$ cat config.mk
export PLATFORM = sky130hd
export DESIGN_NAME = disk_shift_sequencer
export DESIGN_NICKNAME = d
export VERILOG_FILES = /design/src/rtl/disk_shift_sequencer.sv
export SDC_FILE = /design/constraint.sdc
export NUM_CORES = 1
export LEC_CHECK = 0
export CAP_MARGIN = 20
export CORE_AREA = 2 2 54 56
export CTS_CLUSTER_DIAMETER = 30
export DETAILED_ROUTE_END_ITERATION = 12
export DIE_AREA = 0 0 56 58
export GPL_ROUTABILITY_DRIVEN = 0
export PLACE_DENSITY = 0.77
export REMOVE_ABC_BUFFERS = 1
export SLEW_MARGIN = 40
export SYNTH_ARGS = -nofsm -noshare
export SYNTH_HDL_FRONTEND = slang
export SYNTH_SLANG_ARGS = --single-unit
$ cat constraint.sdc
create_clock -name Clk -period 1.25 [get_ports Clk]
set_input_delay 0.25 -clock Clk [delete_from_list [all_inputs] [get_ports Clk]]
set_output_delay 0.25 -clock Clk [all_outputs]
set_load 0.05 [all_outputs]
$ cat src/rtl/disk_shift_sequencer.sv
// disk_shift_sequencer
//
// Drives the control pins of an external LS194-style universal shift register
// so that it serves as the Disk II byte serializer/deserializer.
//
//   write (mode = 1): bytes are accepted on a valid/ready handshake, loaded in
//                     parallel, then shifted out MSB-first, one bit per tick.
//   read  (mode = 0): the serial stream is shifted in, one bit per tick, and
//                     each completed byte is presented on rd_data together
//                     with a one-cycle rd_valid pulse.
//
// Ports
//   Clk, Reset           system clock, synchronous active-high reset
//   mode                 1 = write, 0 = read (sampled only in IDLE)
//   bit_tick             one-cycle strobe per bit cell
//   rd_bit               serial read data, sampled on bit_tick
//   wr_data/wr_valid     byte to write and its valid flag
//   wr_ready             byte accepted when wr_valid & wr_ready
//   wr_bit               serial write data (register MSB while shifting out)
//   rd_data/rd_valid     last completed read byte and its update pulse
//   sr_s1, sr_s0         shift register mode select (11 load, 01 shift, 00 hold)
//   sr_clear_n           active-low clear to the shift register
//   sr_srsi, sr_slsi     serial inputs at bit 0 / MSB (slsi unused, tied 0)
//   sr_p                 parallel load value (wr_data)
//   sr_q                 shift register contents
//
// The register pins are combinational so that the shift register acts on the
// same clock edge on which this controller changes state.

module disk_shift_sequencer #(
    parameter int unsigned DATA_WIDTH = 8
) (
    input  logic                  Clk,
    input  logic                  Reset,
    input  logic                  mode,
    input  logic                  bit_tick,
    input  logic                  rd_bit,
    input  logic [DATA_WIDTH-1:0] wr_data,
    input  logic                  wr_valid,
    output logic                  wr_ready,
    output logic                  wr_bit,
    output logic [DATA_WIDTH-1:0] rd_data,
    output logic                  rd_valid,
    output logic                  sr_s1,
    output logic                  sr_s0,
    output logic                  sr_clear_n,
    output logic                  sr_srsi,
    output logic                  sr_slsi,
    output logic [DATA_WIDTH-1:0] sr_p,
    input  logic [DATA_WIDTH-1:0] sr_q
);

    localparam int unsigned CNT_W = $clog2(DATA_WIDTH);
    localparam logic [CNT_W-1:0] LAST_BIT = CNT_W'(DATA_WIDTH - 1);

    typedef enum logic [1:0] {
        IDLE      = 2'd0,
        SHIFT_OUT = 2'd1,
        SHIFT_IN  = 2'd2
    } state_t;

    state_t           state;
    logic [CNT_W-1:0] bitcnt;
    logic             rst_hold;   // high on the first cycle after Reset drops
    logic             quiet;      // reset or its trailing cycle: controls inert
    logic             last_bit;

    assign quiet    = Reset | rst_hold;
    assign last_bit = (bitcnt == LAST_BIT);

    // Right shifts are never used and the parallel input always mirrors wr_data.
    assign sr_slsi = 1'b0;
    assign sr_p    = wr_data;

    // Shift register controls, handshake ready and serial write bit.
    always_comb begin
        wr_ready   = 1'b0;
        wr_bit     = 1'b0;
        sr_s1      = 1'b0;
        sr_s0      = 1'b0;
        sr_srsi    = 1'b0;
        sr_clear_n = 1'b1;

        if (quiet) begin
            // Hold the register cleared and frozen around reset.
            sr_clear_n = 1'b0;
        end else begin
            case (state)
                IDLE: begin
                    if (mode) begin
                        wr_ready = 1'b1;
                        if (wr_valid) begin
                            sr_s1 = 1'b1;
                            sr_s0 = 1'b1;
                        end
                    end else begin
                        sr_clear_n = 1'b0;
                    end
                end

                SHIFT_OUT: begin
                    wr_bit = sr_q[DATA_WIDTH-1];
                    if (bit_tick) begin
                        if (last_bit) begin
                            // Final bit cell: a waiting byte is reloaded with no gap.
                            wr_ready = 1'b1;
                            sr_s1    = wr_valid;
                            sr_s0    = 1'b1;
                        end else begin
                            sr_s0 = 1'b1;
                        end
                    end
                end

                SHIFT_IN: begin
                    if (bit_tick) begin
                        sr_s0   = 1'b1;
                        sr_srsi = rd_bit;
                    end
                end

                default: begin
                    sr_clear_n = 1'b0;
                end
            endcase
        end
    end

    // Sequencer state, bit counter and read byte capture.
    always_ff @(posedge Clk) begin
        if (Reset) begin
            state    <= IDLE;
            bitcnt   <= '0;
            rd_data  <= '0;
            rd_valid <= 1'b0;
            rst_hold <= 1'b1;
        end else begin
            rst_hold <= 1'b0;
            rd_valid <= 1'b0;

            if (!rst_hold) begin
                case (state)
                    IDLE: begin
                        // Any bit_tick here is ignored; counting starts on the next one.
                        if (mode) begin
                            if (wr_valid) begin
                                bitcnt <= '0;
                                state  <= SHIFT_OUT;
                            end
                        end else begin
                            bitcnt <= '0;
                            state  <= SHIFT_IN;
                        end
                    end

                    SHIFT_OUT: begin
                        // mode is ignored so a byte is never truncated.
                        if (bit_tick) begin
                            if (last_bit) begin
                                bitcnt <= '0;
                                if (!wr_valid) begin
                                    state <= IDLE;
                                end
                            end else begin
                                bitcnt <= bitcnt + CNT_W'(1);
                            end
                        end
                    end

                    SHIFT_IN: begin
                        if (bit_tick) begin
                            if (last_bit) begin
                                // The register shifts on this same edge, so the
                                // finished byte is assembled from sr_q and rd_bit.
                                rd_data  <= {sr_q[DATA_WIDTH-2:0], rd_bit};
                                rd_valid <= 1'b1;
                                bitcnt   <= '0;
                            end else begin
                                bitcnt <= bitcnt + CNT_W'(1);
                            end
                        end else if (mode) begin
                            // Abort: the partial byte is discarded.
                            bitcnt <= '0;
                            state  <= IDLE;
                        end
                    end

                    default: begin
                        bitcnt <= '0;
                        state  <= IDLE;
                    end
                endcase
            end
        end
    end

endmodule

**After elaboration in Yosys (flattened, before gate mapping)**

Index checks and enable logic that the tools add are counted.

- Bits of input ports: 22
- Memory bits (read-only): 0
- Latch bits: 0
- Word-level logic and storage cells: 62
- Memory bits (writable): 0
- Output and inout port bits: 24
- Register bits: 15
- Memories: 0

- Div/mod/pow operators: 0
- Add/sub/neg operators: 1
- Reduce and logical (&&, ||, !) cells: 6
- Equality and inequality tests: 10
- Multiplexer cells: 37
- Bitwise logic cells: 3
- $mul: 0
- Order comparisons: 0
- Shift operators: 0

Operators with widths:

| cell | number |
|---|---|
| $mux 1 | 18 |
| $mux 3 | 6 |
| $mux 2 | 7 |
| $ne 2x2->1 const B | 5 |
| $pmux 3 s3 | 1 |
| $pmux 1 s2 | 4 |
| $reduce_and 4->1 | 2 |
| $reduce_and 7->1 | 1 |
| $ne 3x3->1 const B | 2 |
| $pmux 2 s3 | 1 |
| $add 3x1->3 const B | 1 |
| $eq 3x3->1 const B | 1 |
| $reduce_or 3->1 | 1 |
| $eq 2x1->1 const B | 1 |
| $eq 2x2->1 const B | 1 |
| $logic_not 2->1 | 1 |
| $not 1->1 | 2 |
| $reduce_or 2->1 | 1 |
| $or 1x1->1 | 1 |

**Longest topological paths before layout**

- Depth after elaboration: 5
- Gate-level depth with buffers: 7
- Depth with buffers taken out: 6

**Least setup slack after synthesis**

No wires, ideal clock.

- Kind: register -> output
- Start point: register state[0]
- End point: output sr_s0
- Data required time: 1.000 ns
- Slack: -1.238 ns
- Stages on the path, launching flop included: 5
- Path buffers: 0
- Arrival time: 2.238 ns
- Path through: dfxtp_1 inv_1 ha_1 a32oi_1 nor4_1

- Longest elaborated chain between the ends: 4
- Elaborated cells between the ends (all ways): 6
- Classes of those cells: eq/ne: 2; mux: 2; reduce/logical: 2

Ends and longest elaborated chain:

| element | RTL line | RTL |
|---|---|---|
| from (decl) | 62 | `state_t state;` |
| from (signal assigned) | 132 | `state <= IDLE;` |
| from (signal assigned) | 148 | `state <= SHIFT_OUT;` |
| from (signal assigned) | 152 | `state <= SHIFT_IN;` |
| $eq 2x2->1 / $eq 2x1->1 (equally long branches) | 88 | `case (state)` |
| $reduce_or 2->1 (no source line) | -- |  |
| $pmux 1 s2 * | 88 |  |
| $mux 1 * | 84 | `if (quiet) begin` |
| to (decl) | 45 | `output logic sr_s0,` |

Mark *: on every way between the ends. The rest lies on a longest branch, timed or not.

**Worst setup path after layout**

- Start point: register state[1]
- End point: output sr_s0

The elaborated chain is that of the path after synthesis.

==> results.cfg <==
[setup_path]
cp_max_fo = 3
cp.required_ns = 1.00
cp.arrival_ns = 1.55
startpoint_type = flop
r2r_slack_ns = -0.26
crit_path_end_kind = output pin
crit_type = reg -> out
r2r-start = state[0]
r2r.worst_path.cells = 7
r2r_end = bitcnt[2]

[global_routing]
grt_usage_pct = 17.5
overflow = 0
grt_max_degree = 15
antenna_found_initial = 0
first_global_vias = 943
grt_pass1_wl_mm = 4.33

[detailed_routing]
wire_per_inst_um = 16.4
viasPerCell = 5.23
drcViolationCount = 0
vias = 989
drt-total-wl_mm = 3.10
ant_nets = 0
drtIter0Drc = 28
drtPass1Iterations = 7

[min_path]
whs_endpoint = rst_hold
hold_class = in -> reg
hold_start = Reset
min_delay_path_depth = 2

[layout]
nNetsFinal = 188
area_delta_synth_final_pct = 104
drive_above_1_share_pct = 61.4
num-fill-cells = 180
diodes = 0
multi_input_area_um2 = 731
regArea_um2 = 305
finalInstanceArea_um2 = 1810

[floorplanning]
num_rows = 19
start_util_pct = 33.3
die_w_um = 56
die_y_um = 58
core_um2 = 2660
dieArea_um2 = 3250
ios = 46

[timing]
final_hold_viol_count = 0
slew_violations = 0
skew_ns = 0.00631
max_freq_mhz = 555
fin_crit_sh_pct = 144
setup_tns_ns = -4.86
grt_setup_unrepaired = true
setup_slack_ns = -0.552
setup_violations = 20
finalWorstPathRequiredPeriod_ns = 1.80

[power]
p_sw_uw = 395
seqPwrFrac_pct = 40.0
switching_share_pct = 32.0
power_density_nw_per_um2 = 683
peakVddDrop_mv = 0.520
clockPowerShare_pct = 23.5
cellInternalPower_uw = 840
leakagePower_uw = 0.000682
p_comb_share_pct = 36.4

[clocking]
clk_latency_ns = 0.29
cts-root-buf = clkbuf_4
cts_buffer_depth = 2
cts.sinks = 15
cts_tree = done
h-tree-depth = 1
clkTransAtPathRegs_ns = 0.10
numCtsBuffers = 3

[logic_synthesis]
yosysMostFrequentCell = nand2_1
synth_ff_type = dfxtp_1
synth_edf_count = 0
synth_seq_cells = 15
async_flop_share_pct = 0
yosysTopAreaCell = dfxtp_1
netlist_instances = 108
yosysTopAreaCellShare_pct = 33.9
synth_area_leaders = dfxtp_1 34%, ha_1 9.9%, nand2_1 8.9%
syn_avg_cell_area_um2 = 8.21
ys_seq_area_share_pct = 33.9
synth_cell_types = 32
syn_area_um2 = 887
synthTopCellsByCount = 21 x nand2_1, 15 x dfxtp_1, 13 x a21oi_1
yosys_warnings = 0

[run_status]
status = finished with violations
violations = setup timing

[placement]
placed_area_um2 = 1420
port_buffers = 28
hpwl_mm = 1.86

[run]
cap_violations = 0
-- stage by stage --
stage | power (µW) | setup WS, ns | hold slack (ns) | util, % | cells
6_report | 1230 | -0.552 | 0.343 | 67.9 | 189
5_1_grt | 1290 | -0.610 | 0.339 | 67.9 | 189
4_1_cts | 1160 | -0.620 | 0.500 | 60.5 | 184
3_5_place_dp | 802 | -0.494 | 0.486 | 53.4 | 174
3_3_place_gp | 791 | -0.421 | 0.467 | 53.4 | 174
2_1_floorplan | 626 | -1.24 | 0.278 | - | 94
-- worst max path at each step --
stage,from,to,slack (ns)
6_report,state[1],sr_s0,-0.55
5_1_grt,state[0],sr_s0,-0.61
4_1_cts,state[1],sr_s0,-0.62
3_5_place_dp,Reset,sr_s1,-0.49
3_3_place_gp,Reset,sr_s1,-0.42
2_1_floorplan,state[0],sr_s0,-1.24
-- layout make-up --
class                           instances  area share (%)
Clock buffer                            3            1.25
Tap cell                               31            2.15
Multi-Input combinational cell         76            40.4
Sequential cell                        15            16.9
Clock inverter                          1           0.277
Inverter                                3           0.762
Timing Repair Buffer                   60            38.2
-- kinds of logic after synthesis --
| kind of cell | after synthesis | share of synthesized area (%) |
|---|---|---|
| muxes | 3 | 3.95 |
| adders and majority gates | 7 | 9.87 |
| and+or+nand+nor | 43 | 24.8 |
| other | 1 | 0.423 |
| DFF | 15 | 33.9 |
| AOI/OAI and AO/OA | 22 | 15.5 |
| buffers and inverters | 17 | 11.6 |
-- cells in the final DEF, fill, tap and decap left out, types with 4 or more instances in the layout --
cell type | synthesis | final
buf_4 | 9 | 27
nand2_2 | 1 | 8
dfxtp_1 | 15 | 11
buf_12 | 0 | 15
buf_6 | 0 | 5
clkdlybuf4s50_1 | 0 | 11
a21oi_2 | 0 | 5
dfxtp_2 | 0 | 4
a21oi_1 | 13 | 5
ha_4 | 0 | 7
nand2_1 | 21 | 14
nand2b_1 | 4 | 4
-- state kept, by name (all words and copies together), names as in the netlist --
name and count:
state 2, rd_data 8, bitcnt 3, rst_hold 1
rd_valid 1
-- per-layer routing --
metal	routed length, µm	share of wire, %	track usage, %	up-vias
met5	0	0	0	-
met4	103	3.3	9.18	0
met3	126	4.1	4.91	10
met2	1690	54	33.1	42
met1	1190	38	17.5	477
li1	-	-	-	460
-- critical path: stages, from the launching register on --
cell and delay [ns]:
dfxtp_2 0.37, inv_4 0.05, ha_4 0.27, a32oi_2 0.06
nor4_2 0.23, buf_4 0.16, buf_12 0.12
-- power groups by stage --
| stage | combinational, µW | sequential, µW | clock [µW] |
|---|---|---|---|
| floorplan | 123 | 503 | 0 |
| CTS | 361 | 494 | 305 |
| global placement | 290 | 501 | 0 |
| detailed placement | 300 | 502 | 0 |
| global route | 476 | 495 | 323 |
| finish | 450 | 494 | 290 |
-- repair_timing --
item,CTS,global route
pin swaps,15,15
gates resized for setup,28,37
setup buffers,6,4
hold buffers,0,0
setup endpoints to repair,20,20
gates cloned,0,1
(Power assumes the default switching activity.)
